[src/rtl/rgb_pkg.sv]
// Shared constants for the WS2812b capture/transmit paths: status bit positions,
// 96 MHz pulse timing defaults and the transmit FSM state type.
package rgb_pkg;

   localparam int unsigned BNUM_VALID          = 31;
   localparam int unsigned BNUM_STREAM_RESET   = 30;
   localparam int unsigned BNUM_FIRST_DATA_BIT = 23;
   localparam int unsigned BNUM_LAST_DATA_BIT  = 0;

   localparam int unsigned T0H_CYCLES_DEF  = 38;
   localparam int unsigned T1H_CYCLES_DEF  = 77;
   localparam int unsigned TBIT_CYCLES_DEF = 120;
   localparam int unsigned TRST_CYCLES_DEF = 4800;

   typedef enum logic [1:0] {
      StIdle,
      StHigh,
      StLow,
      StRstLow
   } tx_state_e;

endpackage

[src/rtl/rgb_pulse_timer.sv]
// Loadable down-counter; done is high while the count sits at zero, so a load of
// N-1 on state entry gives a phase lasting exactly N cycles.
module rgb_pulse_timer #(
   parameter int unsigned Width = 13
) (
   input  logic             clk,
   input  logic             rst,
   input  logic             load,
   input  logic [Width-1:0] load_val,
   output logic             done
);

   logic [Width-1:0] cnt_q;

   always_ff @(posedge clk or posedge rst) begin
      if (rst) begin
         cnt_q <= '0;
      end else if (load) begin
         cnt_q <= load_val;
      end else if (cnt_q != '0) begin
         cnt_q <= cnt_q - 1'b1;
      end
   end

   assign done = (cnt_q == '0);

endmodule

[src/rtl/rgb_wrd2sout.sv]
// Pops RGB/status words from a show-ahead FIFO and drives a WS2812b serial line.
// Optional sticky underrun flag is built only when UNDERRUN_DET_EN is defined.
module rgb_wrd2sout
   import rgb_pkg::*;
#(
   parameter int unsigned T0H_CYCLES  = T0H_CYCLES_DEF,
   parameter int unsigned T1H_CYCLES  = T1H_CYCLES_DEF,
   parameter int unsigned TBIT_CYCLES = TBIT_CYCLES_DEF,
   parameter int unsigned TRST_CYCLES = TRST_CYCLES_DEF
) (
   input  logic        clk,
   input  logic        rst,
   input  logic [31:0] in_word,
   input  logic        in_rd_fifo_empty,
   output logic        out_rd_fifo_strobe,
   output logic        out_sout,
   output logic        out_busy,
   output logic        out_underrun
);

   localparam int unsigned CntW = $clog2(TRST_CYCLES);
   localparam int unsigned NData = BNUM_FIRST_DATA_BIT - BNUM_LAST_DATA_BIT + 1;

   typedef logic [CntW-1:0] cnt_t;

   localparam cnt_t HiT0  = cnt_t'(T0H_CYCLES - 1);
   localparam cnt_t HiT1  = cnt_t'(T1H_CYCLES - 1);
   localparam cnt_t LowT0 = cnt_t'(TBIT_CYCLES - T0H_CYCLES - 1);
   localparam cnt_t LowT1 = cnt_t'(TBIT_CYCLES - T1H_CYCLES - 1);
   localparam cnt_t RstV  = cnt_t'(TRST_CYCLES - 1);

   tx_state_e        state_q, state_d;
   logic [NData-1:0] shift_q, shift_d;
   logic [4:0]       bit_idx_q, bit_idx_d;
   logic             take;
   logic             pop;
   logic             load;
   cnt_t             load_val;
   logic             done;

   // Status bits 29..24 carry nothing for the transmitter.
   logic unused_bits;
   assign unused_bits = ^in_word[29:24];

   rgb_pulse_timer #(
      .Width (CntW)
   ) u_timer (
      .clk      (clk),
      .rst      (rst),
      .load     (load),
      .load_val (load_val),
      .done     (done)
   );

   always_comb begin
      state_d   = state_q;
      shift_d   = shift_q;
      bit_idx_d = bit_idx_q;
      take      = 1'b0;
      pop       = 1'b0;
      load      = 1'b0;
      load_val  = '0;

      unique case (state_q)
         StIdle: begin
            take = !in_rd_fifo_empty;
         end
         StHigh: begin
            if (done) begin
               state_d  = StLow;
               load     = 1'b1;
               load_val = shift_q[NData-1] ? LowT1 : LowT0;
            end
         end
         StLow: begin
            if (done) begin
               if (bit_idx_q != 5'd0) begin
                  bit_idx_d = bit_idx_q - 5'd1;
                  shift_d   = {shift_q[NData-2:0], 1'b0};
                  state_d   = StHigh;
                  load      = 1'b1;
                  load_val  = shift_q[NData-2] ? HiT1 : HiT0;
               end else if (!in_rd_fifo_empty) begin
                  // Pop in the last LOW cycle so the next word follows with no gap.
                  take = 1'b1;
               end else begin
                  state_d = StIdle;
               end
            end
         end
         StRstLow: begin
            if (done) begin
               state_d = StIdle;
            end
         end
         default: begin
            state_d = StIdle;
         end
      endcase

      if (take) begin
         pop       = 1'b1;
         shift_d   = in_word[BNUM_FIRST_DATA_BIT:BNUM_LAST_DATA_BIT];
         bit_idx_d = 5'(BNUM_FIRST_DATA_BIT);
         if (!in_word[BNUM_VALID]) begin
            state_d = StIdle;
         end else if (in_word[BNUM_STREAM_RESET]) begin
            state_d  = StRstLow;
            load     = 1'b1;
            load_val = RstV;
         end else begin
            state_d  = StHigh;
            load     = 1'b1;
            load_val = in_word[BNUM_FIRST_DATA_BIT] ? HiT1 : HiT0;
         end
      end
   end

   always_ff @(posedge clk or posedge rst) begin
      if (rst) begin
         state_q   <= StIdle;
         shift_q   <= '0;
         bit_idx_q <= 5'(BNUM_FIRST_DATA_BIT);
      end else begin
         state_q   <= state_d;
         shift_q   <= shift_d;
         bit_idx_q <= bit_idx_d;
      end
   end

   // Gate with rst so a non-empty FIFO is never popped while held in reset.
   assign out_rd_fifo_strobe = pop & ~rst;
   assign out_sout           = (state_q == StHigh);
   assign out_busy           = (state_q != StIdle);

`ifdef UNDERRUN_DET_EN
   logic underrun_q;
   logic underrun_evt;

   assign underrun_evt = (state_q == StLow) && done && (bit_idx_q == 5'd0) && in_rd_fifo_empty;

   always_ff @(posedge clk or posedge rst) begin
      if (rst) begin
         underrun_q <= 1'b0;
      end else if (underrun_evt) begin
         underrun_q <= 1'b1;
      end
   end

   assign out_underrun = underrun_q;
`else
   assign out_underrun = 1'b0;
`endif

endmodule

[config.mk]
export PLATFORM = sky130hd
export DESIGN_NAME = rgb_wrd2sout
export DESIGN_NICKNAME = d
export VERILOG_FILES = /design/src/rtl/rgb_pkg.sv /design/src/rtl/rgb_pulse_timer.sv /design/src/rtl/rgb_wrd2sout.sv
export SDC_FILE = /design/constraint.sdc
export NUM_CORES = 1
export LEC_CHECK = 0
export BUFFER_PORTS_ARGS = -buffer_cell sky130_fd_sc_hd__buf_2
export CELL_PAD_IN_SITES_DETAIL_PLACEMENT = 1
export CELL_PAD_IN_SITES_GLOBAL_PLACEMENT = 1
export CORE_MARGIN = 3
export CORE_UTILIZATION = 45
export CTS_CLUSTER_DIAMETER = 40
export DETAILED_ROUTE_END_ITERATION = 10
export PLACE_DENSITY = 0.9
export REMOVE_ABC_BUFFERS = 1
export SLEW_MARGIN = 20
export SYNTH_ARGS = -nofsm -noshare
export SYNTH_HDL_FRONTEND = slang
export SYNTH_HIERARCHICAL = 1
export SYNTH_SLANG_ARGS = --single-unit
export TNS_END_PERCENT = 30
[constraint.sdc]
create_clock -name clk -period 6.5 [get_ports clk]
set_clock_uncertainty 0.15 [all_clocks]
set_input_delay 0.325 -clock clk [delete_from_list [all_inputs] [get_ports clk]]
set_output_delay 0.325 -clock clk [all_outputs]
set_load 0.01 [all_outputs]
# Word level (Yosys, flattened, before mapping)
# Cells that the tools add are included.
# Widths: inputs -> output; s select.
[op_classes] bitwise=2 n_eq_ne=7 n_addsub=2 muxes=40 reduce_logical=13
[op_table] cell="$mux 24" n=4
[op_table] cell="$mux 13" n=5
[op_table] cell="$mux 7" n=6
[op_table] cell="$mux 5" n=4
[op_table] cell="$mux 2" n=8
[op_table] cell="$pmux 7 s2" n=1
[op_table] cell="$logic_not 13->1" n=1
[op_table] cell="$reduce_bool 13->1" n=1
[op_table] cell="$sub 13x1->13 const B" n=1
[op_table] cell="$reduce_bool 2->1" n=5
[op_table] cell="$mux 1" n=9
[op_table] cell="$ne 3x3->1 const B" n=2
[op_table] cell="$pmux 2 s3" n=1
[op_table] cell="$reduce_and 5->1" n=1
[op_table] cell="$reduce_bool 5->1" n=1
[op_table] cell="$sub 5x1->5 const B" n=1
[op_table] cell="$eq 2x2->1 const B" n=2
[op_table] cell="$ne 4x4->1 const B" n=1
[op_table] cell="$pmux 1 s2" n=2
[op_table] cell="$reduce_bool 4->1" n=1
[op_table] cell="$ne 3x1->1 const B" n=1
[op_table] cell="$reduce_and 3->1" n=1
[op_table] cell="$eq 2x1->1 const B" n=1
[op_table] cell="$logic_not 2->1" n=1
[op_table] cell="3 further kinds" n=3
[totals] output_inout_bits=4 elab_cells=68 in_bits=35 register_bits=44

# Depth between registers and ports, before layout
# Gate-level depths: netlist of the first run.
[depth] word_depth=7 depth_mapped=16 ltp_nobuf=12

# Cells and area by module
# The synthesis of the first run kept the hierarchy.
[by_module_without_submodules] mod="rgb_wrd2sout" seq_area_each_um2=780.7 cells_per_inst=172 instances=1 area_each_um2=1833.0
[by_module_without_submodules] mod="rgb_pulse_timer" seq_area_each_um2=325.3 cells_per_inst=81 instances=1 area_each_um2=810.8

# Worst setup path after synthesis of the first run
# No wires, ideal clock.
[synth_path] kind="register to register" from="register u_timer.cnt_q[0]" to="register u_timer.cnt_q[2]" path_slack_ps=3020 n_path_buf=5 t_arrival_ps=3207 period_less_slack_ps=3480 setup_time_ps=122 stages_incl_launch_ff=16 t_required_ps=6228 path_cell_list="dfrtp_1 > inv_1 > ha_1 > or4b_2 > nor4_4 > buf_6 > buf_2 > and4b_1 > a22o_1 > clkbuf_1 > a31o_2 > nand2b_1 > buf_2 > clkbuf_1 > nor2b_1 > a21oi_1"
[synth_via] elab_chain_cells=6 word_cells_on_any_way=18 classes_between="add/sub (1); mux (14); reduce/logical (3)"
[synth_rtl] element="from (decl)" line_no="rgb_pulse_timer.sv:13" rtl="logic [Width-1:0] cnt_q;"
[synth_rtl] element="from (signal assigned)" line_no="rgb_pulse_timer.sv:19" rtl="cnt_q <= load_val;"
[synth_rtl] element="from (signal assigned)" line_no="rgb_pulse_timer.sv:21" rtl="cnt_q <= cnt_q - 1'b1;"
[synth_rtl] element="$logic_not 13->1 (*)" line_no="rgb_pulse_timer.sv:25" rtl="assign done = (cnt_q == '0);"
[synth_rtl] element="net done" line_no="rgb_wrd2sout.sv:39" rtl="logic done;"
[synth_rtl] element="$mux 7 (on tied branches)" line_no="rgb_wrd2sout.sv:76, rgb_wrd2sout.sv:69"
[synth_rtl] element="$pmux 7 s2" line_no="rgb_wrd2sout.sv:64" rtl="unique case (state_q)"
[synth_rtl] element="$mux 13" line_no="rgb_wrd2sout.sv:105" rtl="if (!in_word[BNUM_VALID]) begin"
[synth_rtl] element="$mux 13 (*)" line_no="rgb_wrd2sout.sv:101" rtl="if (take) begin"
[synth_rtl] element="net load_val[2]" line_no="rgb_wrd2sout.sv:38" rtl="cnt_t load_val;"
[synth_rtl] element="$mux 13 (*)" line_no="rgb_pulse_timer.sv:18" rtl="end else if (load) begin"
# The timed path passes the listed nets; every way through them passes the cells marked *. The select of a mux whose other input is x is not followed.
# A chain may end at the register's enable or synchronous reset.

# Worst setup path after layout of the first run
[layout_path] from="register u_timer.cnt_q[0]" to="register u_timer.cnt_q[6]"
[layout_via] elab_chain_cells=6 word_cells_on_any_way=18 classes_between="add/sub (1); mux (14); reduce/logical (3)"
[layout_rtl] element="$logic_not 13->1 (*)" line_no="rgb_pulse_timer.sv:25"
[layout_rtl] element="net done" line_no="rgb_wrd2sout.sv:39"
[layout_rtl] element="$mux 1 (on tied branches)" line_no="rgb_wrd2sout.sv:76, rgb_wrd2sout.sv:69"
[layout_rtl] element="$pmux 1 s2" line_no="rgb_wrd2sout.sv:64"
[layout_rtl] element="$mux 1" line_no="rgb_wrd2sout.sv:105"
[layout_rtl] element="$mux 1 (*)" line_no="rgb_wrd2sout.sv:101"
[layout_rtl] element="net load" line_no="rgb_wrd2sout.sv:37" rtl="logic load;"
[layout_rtl] element="$mux 13 / $reduce_bool 2->1 (equally long branches)"
# Marks and branches as above.

==> results of run 1 <==
synth_stat cells (4+ instances only):
| master | instances | area, sq um |
|---|---|---|
| or3_1 | 4 | 25.02 |
| xnor2_1 | 8 | 70.07 |
| buf_2 | 4 | 20.02 |
| a21oi_1 | 20 | 100.1 |
| dfrtp_1 | 40 | 1001 |
| mux2_2 | 20 | 225.2 |
| mux2i_1 | 15 | 150.1 |
| inv_1 | 12 | 45.04 |
| a22oi_1 | 5 | 37.54 |
| nor2_1 | 6 | 22.52 |
| o21ai_0 | 5 | 25.02 |
| nand2_1 | 11 | 41.29 |
| dfstp_2 | 4 | 105.1 |
| clkbuf_1 | 8 | 30.03 |
| ha_1 | 9 | 112.6 |
| o31ai_1 | 5 | 37.54 |
| nor3_1 | 19 | 95.09 |
| nor2b_1 | 7 | 43.79 |
path summary, 6_finish.rpt:
kind / from / end / slack (ns) / cells past startpoint
min in group asynchronous: rst / u_timer/cnt_q[5]$_DFFE_PP0P_ / 0.45 / 3
max in group asynchronous: rst / bit_idx_q[4]$_DFFE_PP1P_ / 5.36 / 4
max: u_timer/cnt_q[0]$_DFFE_PP0P_ / u_timer/cnt_q[6]$_DFFE_PP0P_ / 2.36 / 13
min: in_word[18] / shift_q[18]$_DFFE_PP0P_ / 0.11 / 2
min reg2reg: shift_q[0]$_DFFE_PP0P_ / shift_q[0]$_DFFE_PP0P_ / 0.37 / 1
max reg2reg: u_timer/cnt_q[0]$_DFFE_PP0P_ / u_timer/cnt_q[6]$_DFFE_PP0P_ / 2.36 / 13
per-layer routing:
| layer | track usage | wire, um |
|---|---|---|
| met5 | 0 | 0 |
| met4 | 0.04575 | 50 |
| met3 | 0.03796 | 179 |
| met2 | 0.3462 | 3139 |
| met1 | 0.2217 | 2621 |
final cells by class:
cell class,instances,area [sq um]
fillers,651,2659
multi-input cells,183,1405
flip-flops and latches,44,1106
repair buffers,35,187.7
well taps,72,90.09
clock buffers,5,68.82
clock inverters,3,46.29
inverters,12,45.04
worst max-delay path, delay by kind of cell (launching register included):
kind	cells	cell delay [ns]
buffers and inverters	2	0.43
AO/OA/AOI/OAI	5	0.96
AND/OR/NAND/NOR	5	1.91
flip-flops	1	0.40
adder cells (fa/ha/maj)	1	0.16
layout by cell type, fill, tap and decap left out, drive strengths merged, types with 3 or more instances in the layout:
cell type	synthesis	routed
a21oi	20	20
a22o	3	3
a22oi	5	5
buf	9	34
clkbuf	8	5
conb	1	4
dfrtp	40	40
dfstp	4	4
ha	9	9
inv	12	13
mux2	20	20
mux2i	15	15
nand2	11	11
nand2b	3	3
nor2	7	7
nor2b	7	7
nor3	19	19
o21ai	6	6
o31ai	6	6
or2	4	4
or3	4	4
or4	4	4
xnor2	8	8
cell families (layout without fill, tap and decap cells):
logic type | Yosys count | in the layout | synth area share
muxes | 35 | 35 | 0.1420
and+or+nand+nor | 71 | 71 | 0.1647
adders and majority gates | 9 | 9 | 0.04259
DFF | 44 | 44 | 0.4184
xor gates and xnor gates | 10 | 10 | 0.03313
other | 1 | 4 | 0.001418
AOI/OAI and AO/OA | 54 | 54 | 0.1434
buffers and inverters | 29 | 55 | 0.05442
state kept, by name, summed over array words and instances (netlist names):
signal and cells:
shift_q 24, u_timer/cnt_q 13, bit_idx_q 5, state_q 2
timing repair:
action | in CTS | in global routing
hold endpoints to repair | 40 | 0
hold buffers | 1 | 0
gates resized for setup | 0 | 0
metrics by stage:
step | hold slack (ns) | instance area [sq um]
finish | 0.1089 | 2949
global route | 0.09500 | 2949
CTS | 0.09469 | 2949
detailed placement | 0.2540 | 2824
global placement | 0.2490 | 2824
floorplan | 0.05196 | 2556
power groups by stage:
stage | registers [mW] | clock network, mW | logic [mW]
2_1_floorplan | 0.292 | 0 | 0.0183
3_3_place_gp | 0.293 | 0 | 0.0320
3_5_place_dp | 0.294 | 0 | 0.0336
4_1_cts | 0.289 | 0.223 | 0.0346
5_1_grt | 0.290 | 0.236 | 0.0381
6_report | 0.289 | 0.216 | 0.0339
==> out/metrics.csv, run 1 <==
stage;metric;value;unit
run_status;status;finished, final reports clean;
clocking;cts_htree_levels;2;
synth;async_flop_share;1.000;
worst_setup_path;cp_slowest_cell;nand2b_1;
route;drt_first_iter_violations;67;
route;drtPass1Iterations;4;
route;drc;0;
worst_setup_path;cpPeakStageDelay;0.75;ns
power_and_ir_drop;combPwrFrac;0.063;
worst_setup_path;worst-setup-path-type;reg -> reg;
floorplanning;die_w;82.65;um
global_route;first_global_vias;2047;
clocking;root_buffer;clkbuf_8;
worst_setup_path;worst-path-max-fanout;28;
synth;synth-edff-count;0;
global_route;grt_max_degree;32;
placement;globalplace.congestion;0.7442;
placement;dpl_worst_slack;2.377;ns
clocking;clkLatencyLatePin;0.30;ns
clocking;clock_path_buffers;2;
timing;slew_headroom;0.2863;
floorplanning;fp-row-count;27;
final_layout;antenna_cells;0;
synth;synth_seq_cells;44;
clocking;clk_pin_slew;0.09;ns
power_and_ir_drop;irDropWorstVdd;0.09048;mV
clocking;cts_buffers;5;
synth;syn_area;2644;sq um
synth;yosysUniqueCellTypes;50;
timing;rsz0062_at_grt;no;
power_and_ir_drop;p_leak;1.250;nW
timing;worstMarginPinSlew;1.071;ns
power_and_ir_drop;clkPwrFrac;0.401;
worst_setup_path;critPathArrivalTime;4.16;ns
synth;ys_dominant_reg_cell;dfrtp_1;
final_layout;drive_above_1_share;0.2837;
route;wl_per_cell;16.92;um
placement;dp_hpwl;4183;um
worst_setup_path;cp-end-kind;flip-flop;
clocking;tritoncts;yes;
timing;drv_slew;0;
power_and_ir_drop;p_int;0.4152;mW
power_and_ir_drop;swShare;0.2289;
power_and_ir_drop;total_power;0.5384;mW
global_route;antenna_found_initial;0;
placement;port_buffers;31;
power_and_ir_drop;p_per_area;182.6;nW/um^2
power_and_ir_drop;seq_power_share;0.536;
power_and_ir_drop;power.switching;0.1233;mW
timing;setup-tns-final;0;ns
timing;setup_viol;0;
global_route;grt_pass1_wl;9708;um
global_route;gr-usage-all-layers;0.1877;
synth;avgSynthCellArea;10.45;sq um
floorplanning;start_util;0.4714;
floorplanning;die-area;6831;sq um
clocking;clkSinkCount;44;
timing;setup_ws;2.357;ns
route;ant_nets;0;
timing;hold_violations;0;
final_layout;syn_to_final_growth;11.55;%
worst_setup_path;critical_path.cell_chain;inv_1 > ha_1 > or4b_2 > nor4_4 > buf_4 > and4b_1 > a22o_1 > a31o_2 > nand2b_1 > nor2b_1 > o21a_1 > a221oi_1 > o31ai_1;
timing;period_share;0.6374;
final_layout;layout.nets;325;
synth;yosysWarnings;6;
global_route;grt_overflow;0;
floorplanning;coreArea;5608;sq um
route;avgViaCountPerCell;5.573;
synth;yosysSeqAreaShare;0.4184;
route;wl;5990;um
floorplanning;ios;39;
flow_run;max_cap_violations;0;
synth;syn-instance-count;253;
worst_hold_path;holdCritPathClass;in -> reg;
floorplanning;fp.dieH;82.65;um
worst_setup_path;crit_required;6.51;ns
clocking;cts_setup_buffers;0;
worst_setup_path;start_kind;flip-flop;
final_layout;instances_no_fill;354;
timing;layout_min_cycle_time;4.143;ns
timing;fmax;241.4;MHz
placement;dp_cells;345;
route;vias;1973;
final_layout;fin_util;0.5259;
No activity file was read; power rests on OpenSTA's default activity.
==> run 2: changes to the inputs <==
clock period = 4.29 ns   (was 6.5 ns; I/O delays follow)
==> run 2 against run 1 <==
  * Wire length increased by 0.38%
  * Total power rose by 44%
  * Hold slack worse by 0.099 ns
  * Sequential share of layout area shrank 0.95 points
  * Critical path type is now reg -> out
==> out/metrics.csv, run 2 (synthesis results as in run 1) <==
stage;metric;value;unit
run_status;status;finished, final reports clean;
route;drt_first_iter_violations;73;
clocking;clock_path_buffers;2;
global_route;grt_overflow;0;
power_and_ir_drop;combPwrFrac;0.071;
timing;setup_ws;0.5320;ns
timing;drv_slew;0;
worst_setup_path;worst-path-max-fanout;24;
global_route;gr-usage-all-layers;0.1933;
global_route;first_global_vias;2113;
power_and_ir_drop;total_power;0.7759;mW
route;avgViaCountPerCell;5.485;
power_and_ir_drop;p_int;0.5762;mW
floorplanning;start_util;0.4714;
worst_setup_path;crit_required;3.93;ns
worst_hold_path;holdCritPathClass;in -> reg;
final_layout;mostFrequentLayoutCells;dfrtp_1 (40), buf_2 (31), a21oi_1 (20), mux2_2 (20), nor3_1 (19);
timing;slew_headroom;0.4218;
power_and_ir_drop;irDropWorstVdd;0.1483;mV
floorplanning;coreArea;5608;sq um
route;drc;0;
placement;dpl_worst_slack;0.6146;ns
worst_setup_path;worst-setup-path-type;reg -> out;
global_route;grt_max_degree;32;
global_route;antenna_found_initial;0;
final_layout;nFillCells;631;
final_layout;layout.nets;336;
clocking;cts_htree_levels;2;
route;ant_nets;0;
final_layout;drive_above_1_share;0.2901;
route;wl_per_cell;16.47;um
clocking;clkSinkCount;44;
timing;rsz0062_at_grt;no;
floorplanning;fp.dieH;82.65;um
timing;fmax;266.1;MHz
worst_setup_path;start_kind;flip-flop;
final_layout;instances_no_fill;365;
placement;dp_cells;350;
final_layout;antenna_cells;0;
clocking;clk_pin_slew;0.10;ns
clocking;cts_buffers;5;
timing;setup_viol;0;
timing;hold_violations;0;
timing;worstMarginPinSlew;0.8673;ns
timing;setup-tns-final;0;ns
power_and_ir_drop;p_leak;1.291;nW
route;vias;2002;
placement;port_buffers;31;
route;drtPass1Iterations;4;
clocking;root_buffer;clkbuf_8;
final_layout;top_regs;shift_q x24, u_timer/cnt_q x13, bit_idx_q x5;
floorplanning;die-area;6831;sq um
route;wl;6013;um
power_and_ir_drop;power.switching;0.1997;mW
power_and_ir_drop;swShare;0.2574;
timing;layout_min_cycle_time;3.758;ns
clocking;clkLatencyLatePin;0.31;ns
final_layout;largest_reg_flops;24;
worst_setup_path;cp-end-kind;output pin;
floorplanning;die_w;82.65;um
final_layout;syn_to_final_growth;14.43;%
floorplanning;ios;39;
timing;period_share;0.8760;
flow_run;max_cap_violations;0;
placement;dp_hpwl;4341;um
timing;whs;0.01038;ns
placement;globalplace.congestion;0.7951;
worst_setup_path;critPathArrivalTime;3.39;ns
global_route;grt_pass1_wl;10070;um
floorplanning;fp-row-count;27;
power_and_ir_drop;p_per_area;256.5;nW/um^2
final_layout;layout_commonest_cell;dfrtp_1;
final_layout;regMostFlops;shift_q;
power_and_ir_drop;clkPwrFrac;0.365;
power_and_ir_drop;seq_power_share;0.564;
clocking;tritoncts;yes;
==> run 2: cell count changes in the layout (fill, tap and decap cells not counted) <==
cell,change
bufinv_16,-1
buf_4,+5
dlygate4sd3_1,+6
inv_6,+1
==> run 2: worst paths after layout <==
kind,from,end,slack (ns),cells past startpoint
worst max-delay path,u_timer/cnt_q[0]$_DFFE_PP0P_,out_rd_fifo_strobe,0.53,9
worst min-delay path,in_word[7],shift_q[7]$_DFFE_PP0P_,0.01,3
worst max register to register,u_timer/cnt_q[0]$_DFFE_PP0P_,u_timer/cnt_q[9]$_DFFE_PP0P_,0.59,13
worst min register to register,shift_q[0]$_DFFE_PP0P_,shift_q[0]$_DFFE_PP0P_,0.37,1
max in group asynchronous,rst,bit_idx_q[2]$_DFFE_PP1P_,3.26,4
min in group asynchronous,rst,u_timer/cnt_q[10]$_DFFE_PP0P_,0.35,3
==> run 2: what timing repair did <==
action	in CTS	in global routing
buffers inserted	0	0
hold endpoints to repair	46	0
gates resized for setup	0	0
hold buffers	7	0
==> run 2: layout make-up <==
| cell class | count | area, sq um | share of cell area |
|---|---|---|---|
| inverter | 12 | 45.04 | 0.01489 |
| sequential | 44 | 1106 | 0.3656 |
| clock inverter | 3 | 25.02 | 0.008271 |
| clock buffer | 5 | 68.82 | 0.02275 |
| multi-input combinational | 183 | 1405 | 0.4644 |
| timing repair buffer | 46 | 285.3 | 0.09429 |
| tap | 72 | 90.09 | 0.02978 |
==> run 2: power by group through the flow <==
stage	clock, mW	sequential (mW)	combinational (mW)
final	0.283	0.438	0.0550
after detailed placement	0	0.446	0.0509
after floorplan	0	0.442	0.0277
after global routing	0.312	0.440	0.0619
after CTS	0.290	0.438	0.0562
after global placement	0	0.444	0.0479
==> run 2: worst max-delay path, cell delays in order (launching register included) <==
cell	delay, ns
dfrtp_1	0.41
inv_1	0.13
ha_1	0.16
or4b_2	0.64
nor4_4	0.24
buf_4	0.29
a31oi_4	0.25
or2_1	0.62
nor2_1	0.19
buf_2	0.15
==> run 2: metal layers <==
metal  part of all wire  GRT usage  wire length (um)
met3              0.028    0.03471               167
met2               0.51     0.3566              3092
met4              0.015    0.05392                88
met1               0.44     0.2280              2664
met5                  0          0                 0
==> run 2: per-stage QoR <==
| step | area [sq um] | utilization |
|---|---|---|
| final | 3025 | 0.5395 |
| after global routing | 3025 | 0.5395 |
| after CTS | 3025 | 0.5395 |
| after detailed placement | 2861 | 0.5103 |
| after global placement | 2861 | 0.5103 |
| after floorplan | 2556 | - |
